$ cat src/rtl/bnn_stim_gen_if.sv
// rtl/bnn_stim_gen_if.sv - request/response handshake bundle for bnn_stim_gen
//
// Groups the single-class request channel and the captured-result response
// channel. The stimulus generator is the slave; the host/test side is the master.
//   req_valid/req_ready/req_digit : master -> slave class code request
//   rsp_valid/rsp_ready/rsp_class/rsp_match : slave -> master captured result

`timescale 1ns/1ps

interface bnn_stim_gen_if;
    logic       req_valid;
    logic       req_ready;
    logic [3:0] req_digit;
    logic       rsp_valid;
    logic       rsp_ready;
    logic [3:0] rsp_class;
    logic       rsp_match;

    modport master (
        output req_valid,
        output req_digit,
        output rsp_ready,
        input  req_ready,
        input  rsp_valid,
        input  rsp_class,
        input  rsp_match
    );

    modport slave (
        input  req_valid,
        input  req_digit,
        input  rsp_ready,
        output req_ready,
        output rsp_valid,
        output rsp_class,
        output rsp_match
    );
endinterface

$ cat src/rtl/bnn_stim_gen.sv
// rtl/bnn_stim_gen.sv - 7-bit classifier stimulus generator, capture and sweep checker
//
// Encodes a 4-bit class code into the classifier's 7-bit pattern, holds it for
// HOLD_CYCLES cycles, captures the classifier's answer and returns it over the
// response handshake. A sweep runs classes 0..9 and reports a pass mask.
//
// Optional feature macro: BNN_STIM_CHECK_EN
//   defined   : comparator drives rsp_match, pass_mask and err_cnt
//   undefined : rsp_match, pass_mask and err_cnt are constant 0, no checker logic
//
// Ports:
//   clk          clock, rising edge
//   rst_n        asynchronous active-low reset
//   host         request/response handshake (slave side)
//   start_sweep  start a 0..9 sweep, honoured in IDLE only, beats req_valid
//   pat          registered pattern to the classifier
//   cls_in       classifier result (combinational from pat)
//   busy         state != IDLE
//   sweep_done   one-cycle pulse at the end of a sweep
//   pass_mask    bit k set when class k round-tripped in the last sweep
//   err_cnt      mismatches in the last sweep, saturating at 15

`timescale 1ns/1ps

module bnn_stim_gen #(
    parameter int HOLD_CYCLES = 2
) (
    input  logic             clk,
    input  logic             rst_n,
    bnn_stim_gen_if.slave    host,
    input  logic             start_sweep,
    output logic [6:0]       pat,
    input  logic [3:0]       cls_in,
    output logic             busy,
    output logic             sweep_done,
    output logic [9:0]       pass_mask,
    output logic [3:0]       err_cnt
);

    localparam logic [2:0] ST_IDLE       = 3'd0;
    localparam logic [2:0] ST_DRIVE      = 3'd1;
    localparam logic [2:0] ST_RESP       = 3'd2;
    localparam logic [2:0] ST_SWEEP_NEXT = 3'd3;
    localparam logic [2:0] ST_DONE       = 3'd4;

    localparam logic [6:0] PAT_NONE  = 7'h7F;
    localparam logic [3:0] HOLD_LAST = 4'(HOLD_CYCLES - 1);

    // Codes 10..15 map to a pattern no class recognises.
    function automatic logic [6:0] enc(input logic [3:0] code);
        case (code)
            4'd0:    enc = 7'h04;
            4'd1:    enc = 7'h10;
            4'd2:    enc = 7'h22;
            4'd3:    enc = 7'h14;
            4'd4:    enc = 7'h30;
            4'd5:    enc = 7'h23;
            4'd6:    enc = 7'h05;
            4'd7:    enc = 7'h20;
            4'd8:    enc = 7'h08;
            4'd9:    enc = 7'h13;
            default: enc = PAT_NONE;
        endcase
    endfunction

    logic [2:0] state;
    logic [3:0] digit;
    logic [3:0] hold_cnt;
    logic       sweep_mode;
    logic [3:0] rsp_class_q;

    logic in_idle;
    logic sweep_start;
    logic capture_en;

    assign in_idle     = (state == ST_IDLE);
    assign sweep_start = in_idle && start_sweep;
    assign capture_en  = (state == ST_DRIVE) && (hold_cnt == HOLD_LAST);

    assign host.req_ready = in_idle && !start_sweep;
    assign host.rsp_valid = (state == ST_RESP);
    assign host.rsp_class = rsp_class_q;
    assign busy           = !in_idle;

    always_ff @(posedge clk or negedge rst_n) begin
        if (!rst_n) begin
            state       <= ST_IDLE;
            digit       <= 4'd0;
            hold_cnt    <= 4'd0;
            sweep_mode  <= 1'b0;
            pat         <= PAT_NONE;
            rsp_class_q <= 4'd0;
            sweep_done  <= 1'b0;
        end else begin
            sweep_done <= 1'b0;
            case (state)
                ST_IDLE: begin
                    pat <= PAT_NONE;
                    if (start_sweep) begin
                        sweep_mode <= 1'b1;
                        digit      <= 4'd0;
                        hold_cnt   <= 4'd0;
                        pat        <= enc(4'd0);
                        state      <= ST_DRIVE;
                    end else if (host.req_valid) begin
                        sweep_mode <= 1'b0;
                        digit      <= host.req_digit;
                        hold_cnt   <= 4'd0;
                        pat        <= enc(host.req_digit);
                        state      <= ST_DRIVE;
                    end
                end
                ST_DRIVE: begin
                    if (hold_cnt == HOLD_LAST) begin
                        rsp_class_q <= cls_in;
                        state       <= sweep_mode ? ST_SWEEP_NEXT : ST_RESP;
                    end else begin
                        hold_cnt <= hold_cnt + 4'd1;
                    end
                end
                ST_RESP: begin
                    // pat stays on the encoding until the response is taken.
                    if (host.rsp_ready) begin
                        state <= ST_IDLE;
                        pat   <= PAT_NONE;
                    end
                end
                ST_SWEEP_NEXT: begin
                    if (digit == 4'd9) begin
                        state <= ST_DONE;
                        pat   <= PAT_NONE;
                    end else begin
                        digit    <= digit + 4'd1;
                        hold_cnt <= 4'd0;
                        pat      <= enc(digit + 4'd1);
                        state    <= ST_DRIVE;
                    end
                end
                ST_DONE: begin
                    // Pulse is registered on the way out, so it lands one cycle
                    // after DONE is entered.
                    sweep_done <= 1'b1;
                    state      <= ST_IDLE;
                end
                default: begin
                    state <= ST_IDLE;
                    pat   <= PAT_NONE;
                end
            endcase
        end
    end

`ifdef BNN_STIM_CHECK_EN
    function automatic logic [3:0] exp_class(input logic [3:0] code);
        exp_class = (code <= 4'd9) ? code : 4'd15;
    endfunction

    logic       rsp_match_q;
    logic [9:0] pass_mask_q;
    logic [3:0] err_cnt_q;

    always_ff @(posedge clk or negedge rst_n) begin
        if (!rst_n) begin
            rsp_match_q <= 1'b0;
            pass_mask_q <= 10'd0;
            err_cnt_q   <= 4'd0;
        end else begin
            if (sweep_start) begin
                pass_mask_q <= 10'd0;
                err_cnt_q   <= 4'd0;
            end
            if (capture_en) begin
                rsp_match_q <= (cls_in == exp_class(digit));
            end
            if (state == ST_SWEEP_NEXT) begin
                pass_mask_q[digit] <= rsp_match_q;
                if (!rsp_match_q && (err_cnt_q != 4'd15)) begin
                    err_cnt_q <= err_cnt_q + 4'd1;
                end
            end
        end
    end

    assign host.rsp_match = rsp_match_q;
    assign pass_mask      = pass_mask_q;
    assign err_cnt        = err_cnt_q;
`else
    assign host.rsp_match = 1'b0;
    assign pass_mask      = 10'd0;
    assign err_cnt        = 4'd0;
`endif

endmodule

$ cat src/flat_wrapper.sv
// flat-port wrapper written by rule: the top's interface ports become plain ports
module bnn_stim_gen_flat 
#(
    parameter int HOLD_CYCLES = 2
)
  (clk, rst_n, start_sweep, pat, cls_in, busy, sweep_done, pass_mask, err_cnt, host_req_valid, host_req_digit, host_rsp_ready, host_req_ready, host_rsp_valid, host_rsp_class, host_rsp_match);
  bnn_stim_gen_if host_i ();
  input  logic clk;
  input  logic rst_n;
  input  logic start_sweep;
  output logic [6:0] pat;
  input  logic [3:0] cls_in;
  output logic busy;
  output logic sweep_done;
  output logic [9:0] pass_mask;
  output logic [3:0] err_cnt;
  input wire logic [$bits(host_i.req_valid)-1:0] host_req_valid;
  input wire logic [$bits(host_i.req_digit)-1:0] host_req_digit;
  input wire logic [$bits(host_i.rsp_ready)-1:0] host_rsp_ready;
  output wire logic [$bits(host_i.req_ready)-1:0] host_req_ready;
  output wire logic [$bits(host_i.rsp_valid)-1:0] host_rsp_valid;
  output wire logic [$bits(host_i.rsp_class)-1:0] host_rsp_class;
  output wire logic [$bits(host_i.rsp_match)-1:0] host_rsp_match;
  assign host_i.req_valid = host_req_valid;
  assign host_i.req_digit = host_req_digit;
  assign host_i.rsp_ready = host_rsp_ready;
  assign host_req_ready = host_i.req_ready;
  assign host_rsp_valid = host_i.rsp_valid;
  assign host_rsp_class = host_i.rsp_class;
  assign host_rsp_match = host_i.rsp_match;
  bnn_stim_gen #(.HOLD_CYCLES(HOLD_CYCLES)) u_core (.clk(clk), .rst_n(rst_n), .host(host_i), .start_sweep(start_sweep), .pat(pat), .cls_in(cls_in), .busy(busy), .sweep_done(sweep_done), .pass_mask(pass_mask), .err_cnt(err_cnt));
endmodule
$ cat config.mk
export PLATFORM = sky130hd
export DESIGN_NAME = bnn_stim_gen_flat
export DESIGN_NICKNAME = d
export VERILOG_FILES = /design/src/rtl/bnn_stim_gen_if.sv /design/src/rtl/bnn_stim_gen.sv /design/src/flat_wrapper.sv
export SDC_FILE = /design/constraint.sdc
export NUM_CORES = 1
export LEC_CHECK = 0
export BUFFER_PORTS_ARGS = -buffer_cell sky130_fd_sc_hd__buf_2
export CORE_UTILIZATION = 35
export CTS_CLUSTER_SIZE = 16
export DETAILED_ROUTE_END_ITERATION = 12
export GPL_ROUTABILITY_DRIVEN = 0
export PLACE_DENSITY_LB_ADDON = 0.15
export SETUP_SLACK_MARGIN = 0.1
export SYNTH_ARGS = -nofsm -noshare
export SYNTH_HDL_FRONTEND = slang
export SYNTH_SLANG_ARGS = --single-unit
$ cat constraint.sdc
create_clock -name clk -period 3 [get_ports clk]
set_input_delay 0.45 -clock clk [delete_from_list [all_inputs] [get_ports clk]]
set_output_delay 0.45 -clock clk [all_outputs]
set_load 0.02 [all_outputs]
# [Word-level counts from Yosys, hierarchy flattened]
# Memory sizes are Yosys's and may differ from the RTL's.
# Index checks and enable logic that the tools add are counted.
[classes] n_bitwise=1 add_sub_neg=2 n_reduce_logical=14 eq_ne=11 muxes=24
[ops] op="4-bit two-way mux" n=7
[ops] op="7-bit two-way mux" n=4
[ops] op="7-bit one-hot mux with 4 select lines" n=1
[ops] op="3-bit two-way mux" n=5
[ops] op="3-bit one-hot mux with 4 select lines" n=1
[ops] op="4-bit one-hot mux with 3 select lines" n=1
[ops] op="4-bit by 1-bit adder with 4-bit output (second input constant)" n=2
[ops] op="2-bit inequality test (second input constant)" n=4
[ops] op="4-bit one-hot mux with 2 select lines" n=1
[ops] op="3-bit by 2-bit == test with 1-bit output (second input constant)" n=2
[ops] op="2-bit AND reduction" n=3
[ops] op="3-bit AND reduction" n=2
[ops] op="4-bit by 1-bit == test with 1-bit output (second input constant)" n=1
[ops] op="4-bit == test (second input constant)" n=1
[ops] op="1-bit two-way mux" n=4
[ops] op="4-bit AND reduction" n=1
[ops] op="2-bit nonzero test" n=2
[ops] op="3-bit by 1-bit == test with 1-bit output (second input constant)" n=1
[ops] op="3-bit == test (second input constant)" n=1
[ops] op="3-bit zero test" n=1
[ops] op="3-bit inequality test (second input constant)" n=1
[ops] op="3-bit nonzero test" n=1
[ops] op="1-bit zero test" n=2
[ops] op="2-bit OR reduction" n=1
[ops] op="2 further kinds" n=2
[word_totals] mem_count=2 rom_bits=224 reg_bits=24 word_cells=61
[memory_table] memory="(name not given)" depth=16 word_bits=7 rd=1 rd_ports_with_merged_regs=0 write_ports=0 line="bnn_stim_gen.sv:51" rtl="case (code)"
[memory_table] memory="(name not given)" depth=16 word_bits=7 rd=1 rd_ports_with_merged_regs=0 write_ports=0 line="bnn_stim_gen.sv:51"

# [Longest topological paths before layout]
# Gate-level depths: netlist (run 1).
[logic_depth] word_depth=4 depth_mapped=7

# [Worst setup path before layout (run 1)]
# OpenSTA, ideal clock, no wires.
[synth_path] path_kind="input-to-reg" from="input start_sweep" to="register u_core.pat[5]" required_ps=2938 cell_stages=5 n_path_buf=1 slack_ps=1230 arrival_time_ps=1708 path_cell_list="buf_2 > nor4_2 > o21ai_1 > o211ai_1 > o32a_1"
[synth_via] elab_chain_cells=2
[synth_rtl] element="from (decl)" line="flat_wrapper.sv:10" rtl="input logic start_sweep;"
[synth_rtl] element="7-bit two-way mux" line="bnn_stim_gen.sv:99" rtl="if (start_sweep) begin"
[synth_rtl] element="7-bit one-hot mux with 4 select lines" line="bnn_stim_gen.sv:96" rtl="case (state)"
[synth_rtl] element="to (signal assigned)" line="bnn_stim_gen.sv:103" rtl="pat <= enc(4'd0);"
[synth_rtl] element="to (signal assigned)" line="bnn_stim_gen.sv:109" rtl="pat <= enc(host.req_digit);"
[synth_rtl] element="to (signal assigned)" line="bnn_stim_gen.sv:135" rtl="pat <= enc(digit + 4'd1);"
[synth_rtl] element="to (decl)" line="bnn_stim_gen.sv:32" rtl="output logic [6:0] pat,"
# No other way between the ends.
# A chain may end at the register's enable or synchronous reset.

# [Final worst setup path (run 1)]
[layout_path] from="register u_core.state[2]" to="output host_req_ready"
[layout_via] elab_chain_cells=2
[layout_rtl] element="from (decl)" line="bnn_stim_gen.sv:66" rtl="logic [2:0] state;"
[layout_rtl] element="from (signal assigned)" line="bnn_stim_gen.sv:116" rtl="state <= sweep_mode ? ST_SWEEP_NEXT : ST_RESP;"
[layout_rtl] element="3-bit zero test" line="bnn_stim_gen.sv:76" rtl="assign in_idle = (state == ST_IDLE);"
[layout_rtl] element="1-bit logical AND" line="bnn_stim_gen.sv:80" rtl="assign host.req_ready = in_idle && !start_sweep;"
[layout_rtl] element="to (decl)" line="flat_wrapper.sv:20" rtl="output wire logic [$bits(host_i.req_ready)-1:0] host_req_ready;"
# No other way between the ends.

==> results.md, run 1 <==
- TNS Setup: 0 ns
- Unrepaired setup endpoints after global routing: no
- Number of synthesized register bits: 24
- Post-synth top area cell: dfrtp_1
- Initial Utilization: 36.3%
- Cell depth of the worst flop-to-flop path: 4
- Placeable Area: 5070 sq um
- Post-route minimum period: roughly 2.2 ns
- Class of the worst hold path: input port to async pin
- CP endpoint kind: primary output
- DR pass1 iterations: 8
- Pwr/cell area: between 1000 and 1500 nW/um^2
- DR DRC count: 1
- CTS tree: done
- Worst-skew pair later-pin latency: approximately 0.27 ns
- Share of the synthesized area in the top cell type: a little under a quarter
- Number of synthesized flops with an enable pin: 0
- Syn_area_per_cell: 9.65 sq um
- CTS H-Tree Depth: 1
- Sequential share of the synthesized area: about a third
- Failing checks: DRC
- Compound-Gate Fraction of Synth Area: between 20% and 30%
- Area growth from synthesis to layout: 10.0%
- Cell Area, Synth: between 1500 and 2000 sq um
- Area contributors post-synth: dfrtp_1, dfstp_2, ha_1
- Most frequent cells after synthesis: buf_4, dfrtp_1, ha_1
- Layout Utilization: 40.0%
- First-pass GRT wire length: 6550 microns
- Final Cycle Share: 72.3%
- DP Worst Slack: ~0.98 ns
- Cell count after synthesis: 191
- Cell variety after synth: between 50 and 60
- Leak: 0.923 nW
- Total Die Area: between 5000 and 6000 sq um
- Die Span X: 74.6 microns
- Main combinational cell family by area after synthesis: compound AO/OA/AOI/OAI gates
- Max Slew Vio Count: 0
- RR Startpoint: u_core.state[2]
- WS Path Type: register to primary output
- Worst-path clk slew: 0.09 ns
- Mux contribution to synthesized area: around 4.2%
- Post-Layout Cell Count: approximately 280
- Port Buf Inserts: 27
- Post-CTS Resized: 0
- Critical Path AT: 1.72 ns
- Adder-cell area share of the yosys netlist: roughly 10%
- Slowest-stage cell, CP: dfrtp_1
- Register-to-register setup slack: 0.94 ns
- Fmax: 461 MHz
- TritonCTS Buffers: 3
- R2R Path End: u_core.pat[5]
- DR WL/cell: between 10 and 15 microns
- Post-CTS setup buffer count: 0
- Worst Skew: slightly below 0.007 ns
- Main synth FF type: dfrtp_1
- CP required: between 2 and 3 ns
- Crit path cell chain: nor4_2, buf_2
- Drt first-iter violations: between 60 and 70
- Max-slew headroom: 52.6%
- Final worst-path setup slack: roughly 0.83 ns
- Endpoints failing setup: 0
- Critical path launch point type: register
- Vias in the first global route: approximately 1300
- Largest net degree at the start of global routing: 25
- MaxCap Viol Count: 0
- Routed WL: between 3000 and 4000 microns
- Clk Tree Root Cell: clkbuf_8
- Async SR Flop Fraction: between 90% and 100%
- Row Count: 26
- Post-CTS Hold Fix Bufs: 0
- Final #Nets: 241
- I/O pin count: 43
- Outcome: finished with violations
- Worst Tran Pin Value: around 0.71 ns
- Final hold viol count: 0
- Slowest stage delay, CP: about 0.65 ns
- Worst-path fanout max: 22
- Share of layout cells above drive strength 1: about 25%
- Ys Warns: 0
- Antenna violations before repair: 0
- GRT Residual Overflow: 0
- Placed insts: 279
- Post-DR vias/cell: 5.05
- Sink Count: 24
- Tot GR Track Use: between 15 and 20%
- Maximum VDD drop: a little under 0.4 mV
- Simple-gate share of the synthesized area: between 10% and 20%
- Antenna Cells: 0
- Die height: approximately 75 microns
- Synth Area in XOR/XNOR: under 10%
- Fillers: between 500 and 600
- Vias post-DR: approximately 1400
- DP HPWL: 2850 microns
- Max clock buf depth: 2
- ANT nets after route: 0
## worst max-delay path, delay by kind of cell (launching register included)
kind | cells | cell delay [ns]
flip-flops | 1 | 0.65
AND/OR/NAND/NOR | 1 | 0.55
buffers and inverters | 1 | 0.25
## where the power goes
group	switching [mW]	leakage [nW]	internal (mW)
Combinational	0.629	0.606	0.462
Clock	0.111	0.0357	0.178
Sequential	0.160	0.281	0.507
## area by class of cell
class / count / area (sq um) / share of cell area [%]
clock buffer: 3 / 41.3 / 2.04
clock inverter: 1 / 30.0 / 1.48
inverter: 12 / 45.0 / 2.22
multi-input combinational: 146 / 1080 / 53.2
sequential: 24 / 609 / 30.0
tap: 70 / 87.6 / 4.32
timing repair buffer: 27 / 135 / 6.66
## layer usage
layer	wire (microns)	track usage (%)	part of all wire [%]
met5	0	0	0
met4	34	5.03	0.89
met3	78	1.63	2.0
met2	1820	25.0	47
met1	1900	21.6	50
## logic make-up after synthesis
group,after synthesis
simple gates,56
mux,7
other cells,1
xor+xnor,4
flops,24
buf+inv,35
compound gates,49
fa+ha+maj,15
## how the worst max path moves through the flow
| stage | startpoint | endpoint | slack [ns] |
|---|---|---|---|
| final | u_core.state[2] | host_req_ready | 0.83 |
| after global routing | u_core.state[2] | host_req_ready | 0.72 |
| after global placement | u_core.state[2] | u_core.digit[1] | 1.02 |
| after CTS | u_core.state[2] | host_req_ready | 0.81 |
| after floorplan | start_sweep | u_core.pat[5] | 1.23 |
| after detailed placement | u_core.state[2] | u_core.pat[5] | 0.98 |
## metrics by stage
step / cell area [sq um] / power [mW] / hold WS, ns
5_1_grt: 2030 / 2.25 / 0.186
4_1_cts: 2030 / 2.07 / 0.167
2_1_floorplan: 1900 / 1.53 / 0.154
6_report: 2030 / 2.05 / 0.147
3_5_place_dp: 1960 / 1.77 / 0.475
3_3_place_gp: 1960 / 1.77 / 0.477
## sequential cells by signal (all words and copies together), names as in the netlist
register               cells
u_core.hold_cnt            4
u_core.pat                 7
u_core.host.rsp_class      4
u_core.sweep_mode          1
u_core.sweep_done          1
u_core.digit               4
u_core.state               3
## cells in the final DEF, fill, tap and decap left out, drive strengths merged, types with 4 or more instances in the layout
cell   count
buf       27
dfrtp     17
conb      15
ha        14
nor2      13
o21ai     13
inv       12
nor3       8
dfstp      7
nand2      6
mux2       6
a21oi      5
nand3      4
Note: power is estimated with default switching activity, not from simulation.
==> run 2, diff against run 1 <==
- clock period: 3 -> 2.1 ns (I/O delays scaled with it)
==> run 2 against run 1 <==
  * The flow still finishes with violations (DRC)
  * Routed wire length grew 3.8%
  * Die area is the same
  * Setup slack lost 0.67 ns
  * Clock-buffer cell count grew 1
  * Final cell count grew 1.4%
  * Global-route usage grew 0.28 points
  * Non-clock buffer count grew 4
  * Via count grew 1.4%
  * Combinational power grew 49%
==> results.md, run 2 (synthesis gave the netlist of run 1 again) <==
- DR WL/cell: 13.9 microns
- Final Cycle Share: roughly 93%
- Fmax: between 500 and 600 MHz
- Antenna violations before repair: 0
- Final #Nets: around 250
- Vias in the first global route: 1381
- TritonCTS Buffers: 3
- GRT Residual Overflow: 0
- Worst Tran Pin Value: about 0.54 ns
- Worst-path fanout max: 14
- Max reg flops: 7
- Clk Tree Root Cell: clkbuf_8
- Largest net degree at the start of global routing: 25
- Die Span X: between 70 and 80 microns
- Row Count: 26
- Port Buf Inserts: 27
- RR Startpoint: u_core.state[1]
- Total Die Area: 5560 sq um
- Share of layout cells above drive strength 1: between 20% and 30%
- CP endpoint kind: primary output
- Post-CTS Resized: 0
- Leak: between 0.9 and 1 nW
- Layout Utilization: 40.4%
- Max clock buf depth: 2
- Pwr/cell area: 1420 nW/um^2
- DP Area: between 1500 and 2000 sq um
- Most common cell after layout, fill and taps aside: buf_2
- Worst-path clk slew: around 0.090 ns
- Most frequent cells in the layout: buf_2, dfrtp_1, conb_1
- CTS tree: done
- Max Slew Vio Count: 0
- Largest register by flop count: u_core.pat
- Hold_ws: between 0.015 and 0.02 ns
- Initial Utilization: 36.3%
- Class of the worst hold path: input port to async pin
- Placed insts: about 280
- ANT nets after route: 0
- Post-DR vias/cell: between 5 and 6
- WS Path Type: register to primary output
- Post-route minimum period: just under 2 ns
- Critical path launch point type: register
- DR DRC count: 1
- Sink Count: 24
- Final Total Pwr: just under 3 mW
- Post-CTS Hold Fix Bufs: 0
- Worst-skew pair later-pin latency: 0.27 ns
- Area growth from synthesis to layout: 11.3%
- DR pass1 iterations: 8
- Placeable Area: just over 5000 sq um
- Drt first-iter violations: a little over 60
- Crit path cell chain: buf_4, nor4_2, buf_2
- DP Worst Slack: roughly 0.19 ns
- Slowest-stage cell, CP: nor4_2
- TNS Setup: 0 ns
- DP HPWL: approximately 3000 microns
- I/O pin count: between 40 and 50
- R2R Path End: u_core.pat[5]
- Cell depth of the worst flop-to-flop path: 4
- Max-slew headroom: 63.7%
- Post-CTS setup buffer count: 0
- Die height: approximately 75 microns
- Critical Path AT: 1.63 ns
- Antenna Cells: 0
- Worst Skew: about 0.0013 ns
- Outcome: finished with violations
- Slowest stage delay, CP: about 0.48 ns
- Maximum VDD drop: 0.522 mV
- CP required: between 1.5 and 2 ns
- Post-Layout Cell Count: 287
- Unrepaired setup endpoints after global routing: yes
- MaxCap Viol Count: 0
- Failing checks: DRC
- Register-to-register setup slack: between 0.2 and 0.25 ns
- Endpoints failing setup: 0
- Final hold viol count: 0
- Routed WL: approximately 4000 microns
- Final worst-path setup slack: between 0.15 and 0.2 ns
- Vias post-DR: approximately 1500
- First-pass GRT wire length: between 6000 and 7000 microns
- Tot GR Track Use: between 10% and 20%
- Final Cell Area: approximately 2100 sq um
- CTS H-Tree Depth: 1
-- run 2: changes by cell type in the layout (fill, tap and decap cells not counted), sizes merged --
cell	previous run	this run
buf	27	31
bufinv	1	0
clkbuf	3	4
-- run 2: critical path, delay by kind of cell (launching register included) --
kind          cells  cell delay [ns]
simple gates      1             0.48
buf+inv           2             0.47
flops             1             0.42
-- run 2: area by class of cell --
type	count	area, sq um
Sequential cell	24	611
Fill cell	527	3020
Tap cell	70	87.6
Inverter	12	45.0
Timing Repair Buffer	31	165
Clock buffer	4	55.1
Multi-Input combinational cell	146	1090
-- run 2: worst max-delay path by stage --
stage,from,to,slack [ns],cells after the start
3_5_place_dp,u_core.state[0],u_core.pat[5],0.19,4
2_1_floorplan,u_core.digit[0],u_core.digit[3],0.37,6
4_1_cts,u_core.state[2],host_req_ready,0.12,3
6_report,u_core.state[2],host_req_ready,0.16,3
5_1_grt,u_core.state[2],host_req_ready,0.08,3
3_3_place_gp,u_core.digit[1],u_core.digit[3],0.19,6
-- run 2: power by group --
| group | internal [mW] | switching [mW] |
|---|---|---|
| registers | 0.728 | 0.232 |
| logic | 0.703 | 0.919 |
| clock network | 0.168 | 0.159 |
| total | 1.60 | 1.31 |
-- run 2: per-layer routing --
layer	global-route usage [%]	vias to the layer above	wire (microns)
li1	-	714	-
met4	5.66	0	61
met3	1.76	6	103
met1	23.1	695	2030
met5	0	-	0
met2	23.8	35	1790
==> run 3, diff against run 2 <==
--- a/config.mk
+++ b/config.mk
@@ -16,2 +16,3 @@
 export SYNTH_HDL_FRONTEND = slang
 export SYNTH_SLANG_ARGS = --single-unit
+export TNS_END_PERCENT = 30
==> constraint.sdc (replaced) <==
create_clock -name clk -period 2.1 [get_ports clk]
set_input_delay 0.315 -clock clk [delete_from_list [all_inputs] [get_ports clk]]
set_output_delay 0.315 -clock clk [all_outputs]
set_load 0.01 [all_outputs]
==> run 3 against run 2 <==
  * The run still ends with DRC left
  * Final cell count grew 0.35%
  * Combinational power fell by 5%
  * Fmax increased by 3.8%
  * Register-to-register slack is essentially flat
  * Non-clock buffer count up 1
  * Worst hold slack worse by 0.0015 ns
  * Sequential power down 1%
  * Via count fell by 0.69%
  * Clock power increased by 28%
  * Clock skew up 0.0093 ns
  * Sequential cell count unchanged
  * Die area did not move
  * Critical path type is now register to register
  * Critical endpoint is now u_core.hold_cnt[3]
  * Largest cell class unchanged
==> results.md, run 3 (synthesis gave the netlist of run 1 again) <==
- Outcome: finished with violations
- Failing checks: DRC
- Final Cycle Share: 89.1%
- TNS Setup: 0 ns
- Placeable Area: 5070 sq um
- First-pass GRT wire length: 6820 microns
- Setup crit end: u_core.hold_cnt[3]
- Post-DR vias/cell: approximately 5
- Critical path launch point type: register
- Worst-path clk slew: ~0.10 ns
- Final #Nets: around 250
- Max Slew Vio Count: 0
- Share of layout cells above drive strength 1: 27.5%
- Most common cell after layout, fill and taps aside: buf_2
- Worst Skew: 0.0106 ns
- Worst-skew pair later-pin latency: 0.27 ns
- Register-to-register setup slack: about 0.23 ns
- Clk Tree Root Cell: clkbuf_8
- Worst-path fanout max: 6
- Crit path cell chain: inv_1, ha_1, or4bb_1, a32oi_1, or4_1, a21boi_1
- Post-CTS setup buffer count: 0
- Clock Power Share: between 10% and 20%
- Endpoints failing setup: 0
- Slowest stage delay, CP: 0.47 ns
- Die height: about 75 microns
- GRT Residual Overflow: 0
- Antenna violations before repair: 0
- Vias in the first global route: roughly 1300
- CTS tree: done
- Post-route minimum period: roughly 1.9 ns
- Max clock buf depth: 2
- CTS H-Tree Depth: 1
- Pwr/cell area: ~1400 nW/um^2
- Routed WL: 4060 microns
- Critical Path AT: 2.03 ns
- Most frequent cells in the layout: buf_2, conb_1, dfrtp_1
- R2R Path End: u_core.hold_cnt[3]
- I/O pin count: 43
- Die Span X: between 70 and 80 microns
- CP required: roughly 2.3 ns
- Unrepaired setup endpoints after global routing: yes
- DR DRC count: 1
- DP HPWL: approximately 3000 microns
- Internal power: approximately 1.7 mW
- Max reg flops: 7
- RR Startpoint: u_core.hold_cnt[1]
- Initial Utilization: between 30% and 40%
- Area growth from synthesis to layout: 12.7%
- Antenna Cells: 0
- Largest net degree at the start of global routing: 25
- WS Path Type: register to register
- Fmax: 534 MHz
- DR pass1 iterations: 8
- Max-slew headroom: 63.4%
- Sink Count: 24
- Cell depth of the worst flop-to-flop path: 6
- Gate power share: 52.9%
- Class of the worst hold path: input port to async pin
- Largest register by flop count: u_core.pat
- Final hold viol count: 0
- MaxCap Viol Count: 0
- CP endpoint kind: register
- Slowest-stage cell, CP: or4bb_1
- Tot GR Track Use: 16.1%
- Total Die Area: between 5000 and 6000 sq um
- Row Count: 26
- Drt first-iter violations: 88
- DR WL/cell: about 14 microns
- ANT nets after route: 0
- TritonCTS Buffers: 3
- CP Launch Point: u_core.hold_cnt[1]
- Switching share of power: around two fifths
- NetSw: about 1.2 mW
- Reg power frac: approximately 33%
- Port Buf Inserts: 27
- Vias post-DR: about 1400
- Layout Utilization: 40.9%
- Maximum VDD drop: between 0.4 and 0.5 mV
- Leak: 0.947 nW
- Worst Tran Pin Value: around 0.55 ns
## run 3: layout make-up
type                    count  area, sq um
multi-input cells         146         1090
inverters                  12         45.0
fillers                   519         3000
clock buffers               3         41.3
clock inverters             1         30.0
flip-flops and latches     24          612
well taps                  70         87.6
repair buffers             32          173
## run 3: metrics by stage
| step | total power, mW | cell area, sq um | instances | hold WS (ns) | setup slack, ns |
|---|---|---|---|---|---|
| 6_report | 2.90 | 2080 | 288 | 0.0143 | 0.229 |
| 5_1_grt | 3.18 | 2080 | 288 | 0.0631 | 0.0633 |
| 4_1_cts | 2.93 | 2070 | 288 | 0.0398 | 0.144 |
| 3_5_place_dp | 2.49 | 1990 | 284 | 0.345 | 0.190 |
| 3_3_place_gp | 2.49 | 1990 | 284 | 0.348 | 0.157 |
| 2_1_floorplan | 2.08 | 1900 | 205 | 0.0194 | 0.370 |
## run 3: power by group through the flow
stage	Sequential (mW)	Clock, mW	Combinational, mW
after floorplan	0.940	0	1.14
after global placement	0.944	0	1.54
after detailed placement	0.952	0	1.54
after CTS	0.946	0.433	1.55
after global routing	0.989	0.448	1.75
final	0.950	0.417	1.54
## run 3: worst min path at each step
stage                          endpoint  slack (ns)  cells after the start
6_report       u_core.host.rsp_class[2]        0.01                      1
5_1_grt        u_core.host.rsp_class[2]        0.06                      1
4_1_cts        u_core.host.rsp_class[2]        0.04                      1
3_5_place_dp   u_core.host.rsp_class[2]        0.35                      1
3_3_place_gp   u_core.host.rsp_class[2]        0.35                      1
2_1_floorplan           u_core.digit[0]        0.02                      0
## run 3: per-layer routing
| metal | wire (microns) | global-route usage, % | vias up | share of wire (%) |
|---|---|---|---|---|
| met3 | 123 | 1.63 | 2 | 3.0 |
| met1 | 2070 | 24.2 | 698 | 51 |
| li1 | - | - | 708 | - |
| met5 | 0 | 0 | - | 0 |
| met4 | 34 | 4.40 | 0 | 0.84 |
| met2 | 1840 | 24.4 | 32 | 45 |
## run 3: critical path, delay by kind of cell (launching register included)
| family | cells | cell delay (ns) |
|---|---|---|
| buffers and inverters | 1 | 0.07 |
| AND/OR/NAND/NOR | 2 | 0.65 |
| adder cells (fa/ha/maj) | 1 | 0.14 |
| AO/OA/AOI/OAI | 2 | 0.48 |
| flip-flops | 1 | 0.42 |
## run 3: timing repair
item / in CTS / in global routing
pin swaps: 0 / 0
endpoints found under the setup margin: 1 / 9
gates resized for setup: 1 / 3
hold buffers: 0 / 0
